<file path="src/rtl/life_pkg.sv">
// Shared constants and types for the Game of Life grid reader.
// Grid geometry, population width and reader FSM state encoding.
package life_pkg;

  localparam int ROWS   = 8;
  localparam int COLS   = 8;
  localparam int GRID_W = ROWS * COLS;
  localparam int POP_W  = 7;
  localparam int IDX_W  = 3;
  localparam int RPOP_W = 4;

  typedef enum logic [1:0] {
    IDLE    = 2'd0,
    STREAM  = 2'd1,
    SUMMARY = 2'd2
  } reader_state_t;

endpackage

</file>
<file path="src/rtl/row_popcount.sv">
// Combinational live-cell count of one grid row.
// Ports: row_i (COLS cells) -> cnt_o (4-bit count).
module row_popcount
  import life_pkg::*;
(
  input  logic [COLS-1:0]   row_i,
  output logic [RPOP_W-1:0] cnt_o
);

  always_comb begin
    cnt_o = '0;
    for (int i = 0; i < COLS; i++) begin
      cnt_o = cnt_o + RPOP_W'(row_i[i]);
    end
  end

endmodule

</file>
<file path="src/rtl/life_grid_reader.sv">
// Snapshots a generation and streams it row by row, then a summary.
// Ports: grid/grid_valid in, row_* valid/ready stream out,
// frame_pop/extinct/stable/pop_valid summary, busy, overrun/overrun_clr.
module life_grid_reader
  import life_pkg::*;
(
  input  logic              clk,
  input  logic              reset_n,
  input  logic [GRID_W-1:0] grid,
  input  logic              grid_valid,
  output logic [COLS-1:0]   row_data,
  output logic [IDX_W-1:0]  row_idx,
  output logic              row_last,
  output logic              row_valid,
  input  logic              row_ready,
  output logic [POP_W-1:0]  frame_pop,
  output logic              extinct,
  output logic              stable,
  output logic              pop_valid,
  output logic              busy,
  output logic              overrun,
  input  logic              overrun_clr
);

  reader_state_t     state_q, state_d;
  logic [GRID_W-1:0] snap_q, snap_d;
  logic [GRID_W-1:0] prev_q, prev_d;
  logic              have_prev_q, have_prev_d;
  logic [IDX_W-1:0]  row_cnt_q, row_cnt_d;
  logic [POP_W-1:0]  pop_acc_q, pop_acc_d;
  logic [POP_W-1:0]  frame_pop_q, frame_pop_d;
  logic              extinct_q, extinct_d;
  logic              stable_q, stable_d;
  logic              overrun_q, overrun_d;
  logic [RPOP_W-1:0] row_pop;
  logic [POP_W-1:0]  pop_sum;
  logic              xfer;

  row_popcount u_pop (
    .row_i (row_data),
    .cnt_o (row_pop)
  );

  assign pop_sum = pop_acc_q + POP_W'(row_pop);
  assign xfer    = row_valid & row_ready;

  always_comb begin
    state_d     = state_q;
    snap_d      = snap_q;
    prev_d      = prev_q;
    have_prev_d = have_prev_q;
    row_cnt_d   = row_cnt_q;
    pop_acc_d   = pop_acc_q;
    frame_pop_d = frame_pop_q;
    extinct_d   = extinct_q;
    stable_d    = stable_q;
    overrun_d   = overrun_q;
    row_valid   = 1'b0;
    row_data    = '0;
    row_idx     = '0;
    row_last    = 1'b0;

    // set wins over clear
    if (grid_valid && state_q != IDLE) begin
      overrun_d = 1'b1;
    end else if (overrun_clr) begin
      overrun_d = 1'b0;
    end

    unique case (state_q)
      IDLE: begin
        if (grid_valid) begin
          snap_d    = grid;
          row_cnt_d = '0;
          pop_acc_d = '0;
          state_d   = STREAM;
        end
      end
      STREAM: begin
        row_valid = 1'b1;
        row_data  = snap_q[row_cnt_q*COLS +: COLS];
        row_idx   = row_cnt_q;
        row_last  = (row_cnt_q == IDX_W'(ROWS-1));
        if (xfer) begin
          pop_acc_d = pop_sum;
          if (row_last) begin
            // summary regs load here so they are visible with pop_valid
            frame_pop_d = pop_sum;
            extinct_d   = (pop_sum == '0);
            stable_d    = have_prev_q & (snap_q == prev_q);
            state_d     = SUMMARY;
          end else begin
            row_cnt_d = row_cnt_q + 1'b1;
          end
        end
      end
      SUMMARY: begin
        prev_d      = snap_q;
        have_prev_d = 1'b1;
        state_d     = IDLE;
      end
      default: state_d = IDLE;
    endcase
  end

  always_ff @(posedge clk or negedge reset_n) begin
    if (!reset_n) begin
      state_q     <= IDLE;
      snap_q      <= '0;
      prev_q      <= '0;
      have_prev_q <= 1'b0;
      row_cnt_q   <= '0;
      pop_acc_q   <= '0;
      frame_pop_q <= '0;
      extinct_q   <= 1'b0;
      stable_q    <= 1'b0;
      overrun_q   <= 1'b0;
    end else begin
      state_q     <= state_d;
      snap_q      <= snap_d;
      prev_q      <= prev_d;
      have_prev_q <= have_prev_d;
      row_cnt_q   <= row_cnt_d;
      pop_acc_q   <= pop_acc_d;
      frame_pop_q <= frame_pop_d;
      extinct_q   <= extinct_d;
      stable_q    <= stable_d;
      overrun_q   <= overrun_d;
    end
  end

  assign pop_valid = (state_q == SUMMARY);
  assign busy      = (state_q != IDLE);
  assign frame_pop = frame_pop_q;
  assign extinct   = extinct_q;
  assign stable    = stable_q;
  assign overrun   = overrun_q;

endmodule

</file>
<file path="config.mk">
export PLATFORM = sky130hd
export DESIGN_NAME = life_grid_reader
export DESIGN_NICKNAME = d
export VERILOG_FILES = /design/src/rtl/life_pkg.sv /design/src/rtl/row_popcount.sv /design/src/rtl/life_grid_reader.sv
export SDC_FILE = /design/constraint.sdc
export NUM_CORES = 1
export LEC_CHECK = 0
export CAP_MARGIN = 15
export CORE_ASPECT_RATIO = 1.1
export CORE_MARGIN = 1.5
export CORE_UTILIZATION = 60
export DETAILED_ROUTE_END_ITERATION = 12
export PLACE_DENSITY_LB_ADDON = 0.1
export SLEW_MARGIN = 20
export SYNTH_ARGS = -nofsm -noshare
export SYNTH_HDL_FRONTEND = slang
export SYNTH_SLANG_ARGS = --single-unit
</file>
<file path="constraint.sdc">
create_clock -name clk -period 11.55 [get_ports clk]
set_input_delay 1.7325 -clock clk [delete_from_list [all_inputs] [get_ports clk]]
set_output_delay 1.7325 -clock clk [all_outputs]
set_load 0.1 [all_outputs]
</file>
=== Yosys cells after proc, flatten, opt, wreduce, memory -nomap -nowiden ===
Index checks and enable logic that the tools add are counted.

* Equality and inequality tests: 8
* Bitwise logic cells: 2
* Multiplexer cells: 17
* Add/subtract/negate cells: 9
* Shifts and indexed selects: 1
* Reductions and logical operators: 11

{| class="wikitable"
|+ Operators by type and width
! operator !! number
|-
| equality test 64 bit || 1
|-
| indexed part select 64 x 7 -> 8 bit || 1
|-
| adder 4 x 1 -> 4 bit || 6
|-
| 2-to-1 mux 7 bit || 2
|-
| one-hot mux 7 bit (2 select lines) || 1
|-
| 2-to-1 mux 3 bit || 4
|-
| AND reduction 3 bit || 3
|-
| 2-to-1 mux 8 bit || 1
|-
| != test 2 bit, second input constant || 4
|-
| adder 7 x 4 -> 7 bit || 1
|-
| logical NOT 7 bit || 1
|-
| 2-to-1 mux 2 bit || 3
|-
| one-hot mux 3 bit (2 select lines) || 1
|-
| nonzero test 2 bit || 3
|-
| 2-to-1 mux 1 bit || 4
|-
| one-hot mux 2 bit (2 select lines) || 1
|-
| AND reduction 4 bit || 1
|-
| adder 3 x 1 -> 3 bit, second input constant || 1
|-
| equality test 3 bit, second input constant || 1
|-
| adder 1 x 1 -> 2 bit || 1
|-
| AND 1 bit || 2
|-
| equality test 2 x 1 -> 1 bit, second input constant || 1
|-
| equality test 2 bit, second input constant || 1
|-
| logical NOT 2 bit || 1
|-
| 2 further kinds || 2
|}

* Word-level logic and storage cells: 58
* Output and inout port bits: 25
* Flip-flop bits (word level): 151
* Bits of input ports: 69

=== Longest topological paths before layout ===
Gate-level depths: netlist of the first run.

* Word-level depth: 12
* Depth in mapped cells: 19
* Gate-level depth less buffers: 17

=== Modules after synthesis ===
A second synthesis of the first run with hierarchy kept.

* Cell total of the unflattened synthesis: 661
* Area, all modules: 7293.2 um^2

{| class="wikitable"
|+ By module, submodules not included
! module !! instances !! area an instance (um^2) !! sequential area each (um^2) !! cells each
|-
| life_grid_reader || 1 || 7100.6 || 3778.6 || 639
|-
| row_popcount || 1 || 192.7 || 0.0 || 22
|}

=== Worst setup path after synthesis of the first run ===
Ideal clock, no wire load.

* Path type: register -> register
* Start: register row_cnt_q[0]
* End: register extinct_q (netlist: extinct)
* Slack: 5591 ps
* Data required time: 11455 ps
* Stages on the path, launching flop included: 19
* Clock period less this slack: 5959 ps
* Arrival: 5864 ps
* Path buffers: 2
* Library setup time: 95 ps
* Cells stage by stage: dfrtp_1 > buf_6 > buf_12 > mux4_1 > mux2i_1 > nor2_1 > ha_1 > inv_1 > fa_1 > fa_1 > fa_1 > fa_1 > xnor2_1 > ha_1 > nor2b_1 > o21ai_0 > nor3b_1 > o211ai_1 > o31ai_1

* Longest elaborated chain between the ends: 11
* Elaborated cells between the ends (all ways): 13
* Those cells by class: add/sub: 8; eq/ne: 1; shift: 1; mux: 1; reduce/logical: 2

{| class="wikitable"
|+ RTL lines
! element !! RTL line !! source
|-
| start, declared || life_grid_reader.sv:29 || <nowiki>logic [IDX_W-1:0] row_cnt_q, row_cnt_d;</nowiki>
|-
| start signal, assigned || life_grid_reader.sv:123 || <nowiki>row_cnt_q <= row_cnt_d;</nowiki>
|-
| indexed part select 64 x 7 -> 8 bit || life_grid_reader.sv:81 || <nowiki>row_data = snap_q[row_cnt_q*COLS +: COLS];</nowiki>
|-
| 2-to-1 mux 8 bit || life_grid_reader.sv:70 || <nowiki>unique case (state_q)</nowiki>
|-
| via row_data[0] || life_grid_reader.sv:11 || <nowiki>output logic [COLS-1:0] row_data,</nowiki>
|-
| adder 1 x 1 -> 2 bit || row_popcount.sv:13 || <nowiki>cnt_o = cnt_o + RPOP_W'(row_i[i]);</nowiki>
|-
| adder 4 x 1 -> 4 bit (6 in series) || row_popcount.sv:13 ||
|-
| adder 7 x 4 -> 7 bit || life_grid_reader.sv:44 || <nowiki>assign pop_sum = pop_acc_q + POP_W'(row_pop);</nowiki>
|-
| logical NOT 7 bit || life_grid_reader.sv:89 || <nowiki>extinct_d = (pop_sum == '0);</nowiki>
|-
| end signal, assigned || life_grid_reader.sv:126 || <nowiki>extinct_q <= extinct_d;</nowiki>
|-
| end, declared || life_grid_reader.sv:32 || <nowiki>logic extinct_q, extinct_d;</nowiki>
|}

The timed path passes the listed nets, and every way through them passes these cells.
A chain may end at the register's enable or synchronous reset.

=== Final worst setup path of the first run ===
* Start: register row_cnt_q[0]
* End: register extinct_q (netlist: extinct)

* Longest elaborated chain between the ends: 11
* Elaborated cells between the ends (all ways): 13
* Those cells by class: add/sub: 8; eq/ne: 1; shift: 1; mux: 1; reduce/logical: 2

{| class="wikitable"
|+ RTL lines
! element !! RTL line
|-
| indexed part select 64 x 7 -> 8 bit || life_grid_reader.sv:81
|-
| 2-to-1 mux 8 bit || life_grid_reader.sv:70
|-
| adder 1 x 1 -> 2 bit || row_popcount.sv:13
|-
| adder 4 x 1 -> 4 bit (6 in series) || row_popcount.sv:13
|-
| adder 7 x 4 -> 7 bit || life_grid_reader.sv:44
|-
| logical NOT 7 bit || life_grid_reader.sv:89
|}

Parallel ways exist; a longest one is shown, timed or not.

==> impl_metrics.ini, run 1 <==
[logic_synthesis]
netlist_top_cells_count = nand2_1 (191), dfrtp_1 (151), mux2_2 (61)
synth-adder-area-share_pct = 2.87
async_flop_share_pct = 100
synth_edf_count = 0
synth-compound-area-share_pct = 5.59
synth_top_area_share_pct = 51.0
synth_top_family_by_area = multiplexers
ys_ff_latch = 151
muxShareOfSynthArea_pct = 15.8
syn_nets = 759
synth_area_um2 = 7410
synth_cell_type_count = 52
synth_xor_area_share_pct = 6.38
synthCells = 676
yosysWarnings = 0
synth_area_per_cell_um2 = 11.0
yosys.area_share.simple_pct = 14.8
synth_area_leaders = dfrtp_1 (51%), nand2_1 (9.7%), mux2_2 (9.3%)
synth_area_leader_cell = dfrtp_1
ys.flop_type = dfrtp_1
synth_most_common_cell = nand2_1
ys_seq_area_share_pct = 51.0

[cts]
postCtsHoldBufs = 0
cts_buffers = 17
clock_path_buffers = 2
post_cts_buffers = 0
cts_htree_levels = 4
cts_tree = done
path_clk_slew_ns = 0.06
cts_resized = 0
clkLatencyLatePin_ns = 0.42
clock-sinks = 151
cts-root-buf = clkbuf_16

[timing]
hold_viol = 0
slew_headroom_pct = 32.4
final-setup-viol-count = 0
rsz0062_at_grt = false
fin_setup_tns_ns = 0
min_period_ns = 5.73
max_freq_mhz = 174
slew_violations = 0
finalCritPeriodShare_pct = 49.6
worst_slew_pin_slew_ns = 1.01
finClkSkew_ns = 0.00774

[worst_setup_path]
crit_type = register to register
cp_max_fo = 19
end_kind = register
worstPathArrival_ns = 6.06
startpoint_type = register
cp_data_required_time_ns = 11.88

[global_routing]
grt_max_degree = 79
grt_usage_pct = 28.1
grt_pass1_wl_um = 27200
grt_pass1_vias = 5180
antenna_found_initial = 0
grt_overflow_total = 0

[floorplan]
die_x_um = 109
core_area_um2 = 12000
rows = 42
ioPinCount = 94
initial_utilization_pct = 61.6
die_h_um = 120
die_area_um2 = 13000

[detailed_routing]
routed_wirelength_um = 16800
firstDrtPassIters = 5
drtIter0Drc = 372
routedWlPerCell_um = 18.1
via_per_inst = 5.63
antenna_left = 0
dr_total_vias = 5236
drc = 0

[worst_hold_path]
min_path_type = register to register

[cells_and_area]
layout-drive-gt1-share_pct = 15.6
n_antenna_cell = 0
area_growth_pct = 22.0
filler_cell_count = 823
nNetsFinal = 847

[place]
place.gp.congestion = 0.860
dp_hpwl_um = 11400
portBuffers = 93

[run_status]
status = finished, final reports clean

[job]
cap_violations = 0
==> worst max-delay path: stages (launching register included) <==
cell and delay [ns]:
dfrtp_1 0.94, mux4_1 0.69, mux2i_1 0.18, nor2_1 0.08
ha_1 0.27, inv_1 0.05, fa_1 0.50, fa_1 0.43
fa_1 0.41, fa_1 0.39, xnor2_1 0.20, ha_1 0.32
nor2b_1 0.16, o21ai_0 0.39, nor3b_1 0.33, o211ai_1 0.12
o31ai_1 0.19
==> metrics by stage <==
step	instance area [um2]	std cells	setup WS [ns]	hold WS (ns)	utilization (%)
5_1_grt	9050	930	5.41	0.485	75.2
4_1_cts	9030	929	5.84	0.471	75.0
2_1_floorplan	7410	676	5.59	0.427	-
3_5_place_dp	8420	898	5.93	0.454	70.0
6_report	9050	930	5.82	0.467	75.2
3_3_place_gp	8420	898	6.15	0.447	70.0
==> per-layer routing <==
layer | vias to the layer above | global-route usage, % | routed length (um) | share of wire, %
li1 | 2453 | - | - | -
met1 | 2569 | 37.3 | 7100 | 42
met2 | 180 | 44.8 | 8270 | 49
met3 | 34 | 6.03 | 1000 | 6.0
met4 | 0 | 11.6 | 459 | 2.7
met5 | - | 0 | 0 | 0
==> cell type report <==
cell class | count | area [um2] | area share [%]
sequential | 151 | 3780 | 41.8
clock buffer | 24 | 512 | 5.66
timing repair buffer | 97 | 975 | 10.8
multi-input combinational | 463 | 3370 | 37.2
clock inverter | 7 | 91.3 | 1.01
inverter | 34 | 128 | 1.41
tap | 154 | 193 | 2.13
==> cell families after synthesis <==
logic type | after synthesis
xor gates and xnor gates | 54
adders and majority gates | 14
buffers and inverters | 62
AOI/OAI and AO/OA | 64
DFF | 151
muxes | 83
and+or+nand+nor | 248
==> placed cells by master (no fill, tap or decap), types with 5 or more instances in the layout <==
cell / netlist / layout
nor2b_1: 14 / 14
clkbuf_16: 0 / 17
nor4_1: 7 / 7
inv_1: 29 / 29
xnor2_1: 43 / 43
xor2_1: 11 / 11
fa_1: 5 / 5
dfrtp_1: 151 / 151
clkbuf_8: 0 / 6
o21ai_0: 34 / 34
nor2_1: 5 / 5
mux2_2: 61 / 61
mux4_1: 12 / 12
nand2_1: 191 / 191
nand4_1: 11 / 11
o22ai_1: 5 / 5
inv_2: 5 / 5
clkdlybuf4s50_1: 0 / 92
ha_1: 9 / 9
==> final timing paths <==
path | from | endpoint | slack (ns) | depth (start not counted)
setup / recovery | row_cnt_q[0]$_DFFE_PN0P_ | extinct$_DFFE_PN0P_ | 5.82 | 16
setup reg to reg | row_cnt_q[0]$_DFFE_PN0P_ | extinct$_DFFE_PN0P_ | 5.82 | 16
hold reg to reg | have_prev_q$_DFFE_PN0P_ | have_prev_q$_DFFE_PN0P_ | 0.47 | 1
max in group asynchronous | reset_n | snap_q[24]$_DFFE_PN0P_ | 8.82 | 2
hold / removal | have_prev_q$_DFFE_PN0P_ | have_prev_q$_DFFE_PN0P_ | 0.47 | 1
min in group asynchronous | reset_n | snap_q[42]$_DFFE_PN0P_ | 1.35 | 1
==> registers in the layout (all words and copies together) (netlist names) <==
name	flops
pop_acc_q	7
snap_q	64
prev_q	64
state_q	2
stable	1
row_cnt_q	3
have_prev_q	1
frame_pop	7
overrun	1
extinct	1
Power of run 1 is not shown: default switching activity piles up to over one toggle a cycle in this logic, so the estimate is an artifact.
==> run 2: changes to the inputs <==
--- a/config.mk
+++ b/config.mk
@@ -8,7 +8,7 @@
 export CAP_MARGIN = 15
 export CORE_ASPECT_RATIO = 1.1
 export CORE_MARGIN = 1.5
-export CORE_UTILIZATION = 60
+export CORE_UTILIZATION = 50
 export DETAILED_ROUTE_END_ITERATION = 12
 export PLACE_DENSITY_LB_ADDON = 0.1
 export SLEW_MARGIN = 20
==> constraint.sdc (replaced) <==
create_clock -name clk -period 5 [get_ports clk]
set_input_delay 0.75 -clock clk [delete_from_list [all_inputs] [get_ports clk]]
set_output_delay 0.75 -clock clk [all_outputs]
set_load 0.1 [all_outputs]
==> impl_metrics.ini, run 2 (synthesized netlist as in run 1, its figures left out) <==
[cells_and_area]
final_cell_mix = nand2_1 (191), dfrtp_1 (151), clkdlybuf4s50_1 (91)
seq_area_um2 = 3780
final_common_cell = nand2_1
nNetsFinal = 864
n_antenna_cell = 0
stdcell_count = 985
layout-drive-gt1-share_pct = 20.1
multiInputGateArea_um2 = 3470
reg.largest.list = prev_q: 64 flops, snap_q: 64 flops
filler_cell_count = 1135
area_growth_pct = 24.9

[place]
pre_cts_slack_ns = -0.118
dp.cells = 948
portBuffers = 93
place.gp.congestion = 0.879
dp_hpwl_um = 12800

[floorplan]
die_x_um = 119
core_area_um2 = 14400
die_area_um2 = 15600
rows = 46
die_h_um = 131
ioPinCount = 94
initial_utilization_pct = 51.3

[cts]
clkLatencyLatePin_ns = 0.43
cts-root-buf = clkbuf_16
clock_path_buffers = 2
clock-sinks = 151
path_clk_slew_ns = 0.06
postCtsHoldBufs = 0
cts_htree_levels = 4
cts_buffers = 17
cts_tree = done

[timing]
final-setup-viol-count = 0
finalCritPeriodShare_pct = 97.3
slew_headroom_pct = 30.5
hold_viol = 0
fin_setup_tns_ns = 0
worst_slew_pin_slew_ns = 1.04
rsz0062_at_grt = true
slew_violations = 0
min_period_ns = 4.87
fin_ws_ns = 0.133
max_freq_mhz = 205
finClkSkew_ns = 0.00820

[global_routing]
gr-usage-met3_pct = 5.56
use_met1_pct = 32.1
grt_pass1_wl_um = 29000
grt_pass1_vias = 5347
grt_max_degree = 81
antenna_found_initial = 0
grt_overflow_total = 0
busiest_layer = met2
grt_usage_pct = 24.6
use_met2_pct = 41.3

[worst_hold_path]
min_path_type = primary input to asynchronous set/reset pin

[detailed_routing]
dr_total_vias = 5295
routed_wirelength_um = 18000
drtIter0Drc = 476
firstDrtPassIters = 5
drc = 0
antenna_left = 0
via_per_inst = 5.38
routedWlPerCell_um = 18.2

[worst_setup_path]
critPathMaxStageDelay_ns = 0.56
cp_data_required_time_ns = 5.32
regToRegEndpoint = extinct$_DFFE_PN0P_
cp_slowest_cell = mux4_1
cp_common_cell = fa_1
startpoint_type = register
cp_max_fo = 6
regToRegSetupSlack_ns = 0.13
worstPathCellList = buf_6 -> buf_4 -> mux4_1 -> mux2_4 -> nand2_4 -> fa_1 -> fa_1 -> fa_2 -> fa_2 -> fa_1 -> xor2_1 -> nor4bb_2 -> o211ai_1 -> o31ai_1
crit_type = register to register
worstPathArrival_ns = 5.19
r2r-start = row_cnt_q[0]$_DFFE_PN0P_
reg2reg_depth = 14
end_kind = register

[job]
cap_violations = 0

[run_status]
status = finished, final reports clean
==> run 2: cell types whose count changed in the layout (fill, tap and decap cells not counted), moves of 3 or more <==
cell | previous run | this run
buf_4 | 3 | 20
mux4_1 | 12 | 8
mux4_2 | 4 | 8
clkbuf_8 | 6 | 3
inv_1 | 29 | 26
nor2_1 | 5 | 2
==> run 2: layer usage <==
| metal | wire, um | up-vias |
|---|---|---|
| met1 | 7850 | 2621 |
| met4 | 370 | 0 |
| met3 | 875 | 26 |
| met2 | 8870 | 169 |
| li1 | - | 2479 |
| met5 | 0 | - |
==> run 2: worst max-delay path, delay by kind of cell, from the launching register on <==
family          cells  cell delay [ns]
buf+inv             2             0.30
flops               1             0.39
fa+ha+maj           5             2.24
mux                 2             0.87
compound gates      2             0.37
xor+xnor            1             0.20
simple gates        2             0.40
==> run 2: metrics by stage <==
step	hold slack [ns]	util (%)	cell area, um2
floorplan	0.427	-	7430
global placement	0.444	59.4	8580
global route	0.410	64.1	9260
finish	0.361	64.1	9260
detailed placement	0.450	59.4	8580
CTS	0.386	63.6	9190
==> run 2: cell type report <==
type	count	share of cell area, %
clock buffers	23	5.16
inverters	34	1.38
flip-flops and latches	151	40.8
well taps	192	2.59
repair buffers	114	11.8
multi-input cells	463	37.5
clock inverters	8	0.784
==> run 2: worst max-delay path by stage <==
| stage | from | end | slack (ns) | depth (start not counted) |
|---|---|---|---|---|
| 6_report | row_cnt_q[0]$_DFFE_PN0P_ | extinct$_DFFE_PN0P_ | 0.13 | 14 |
| 5_1_grt | row_cnt_q[0]$_DFFE_PN0P_ | frame_pop[4]$_DFFE_PN0P_ | -0.06 | 17 |
| 4_1_cts | row_cnt_q[0]$_DFFE_PN0P_ | extinct$_DFFE_PN0P_ | 0.01 | 17 |
| 3_5_place_dp | row_cnt_q[0]$_DFFE_PN0P_ | extinct$_DFFE_PN0P_ | -0.12 | 17 |
| 3_3_place_gp | row_cnt_q[0]$_DFFE_PN0P_ | extinct$_DFFE_PN0P_ | 0.04 | 17 |
| 2_1_floorplan | row_cnt_q[0]$_DFFE_PN0P_ | extinct$_DFFE_PN0P_ | -0.05 | 18 |
==> run 2: what timing repair did <==
item                                    in CTS  in global routing
endpoints found under the setup margin       5                  8
setup buffers                                5                  3
cloned                                       0                  0
resized for setup                           13                 13
pin swaps                                    5                 13
endpoints found under the hold margin        0                  0
Power of run 2 is left out for the same reason.
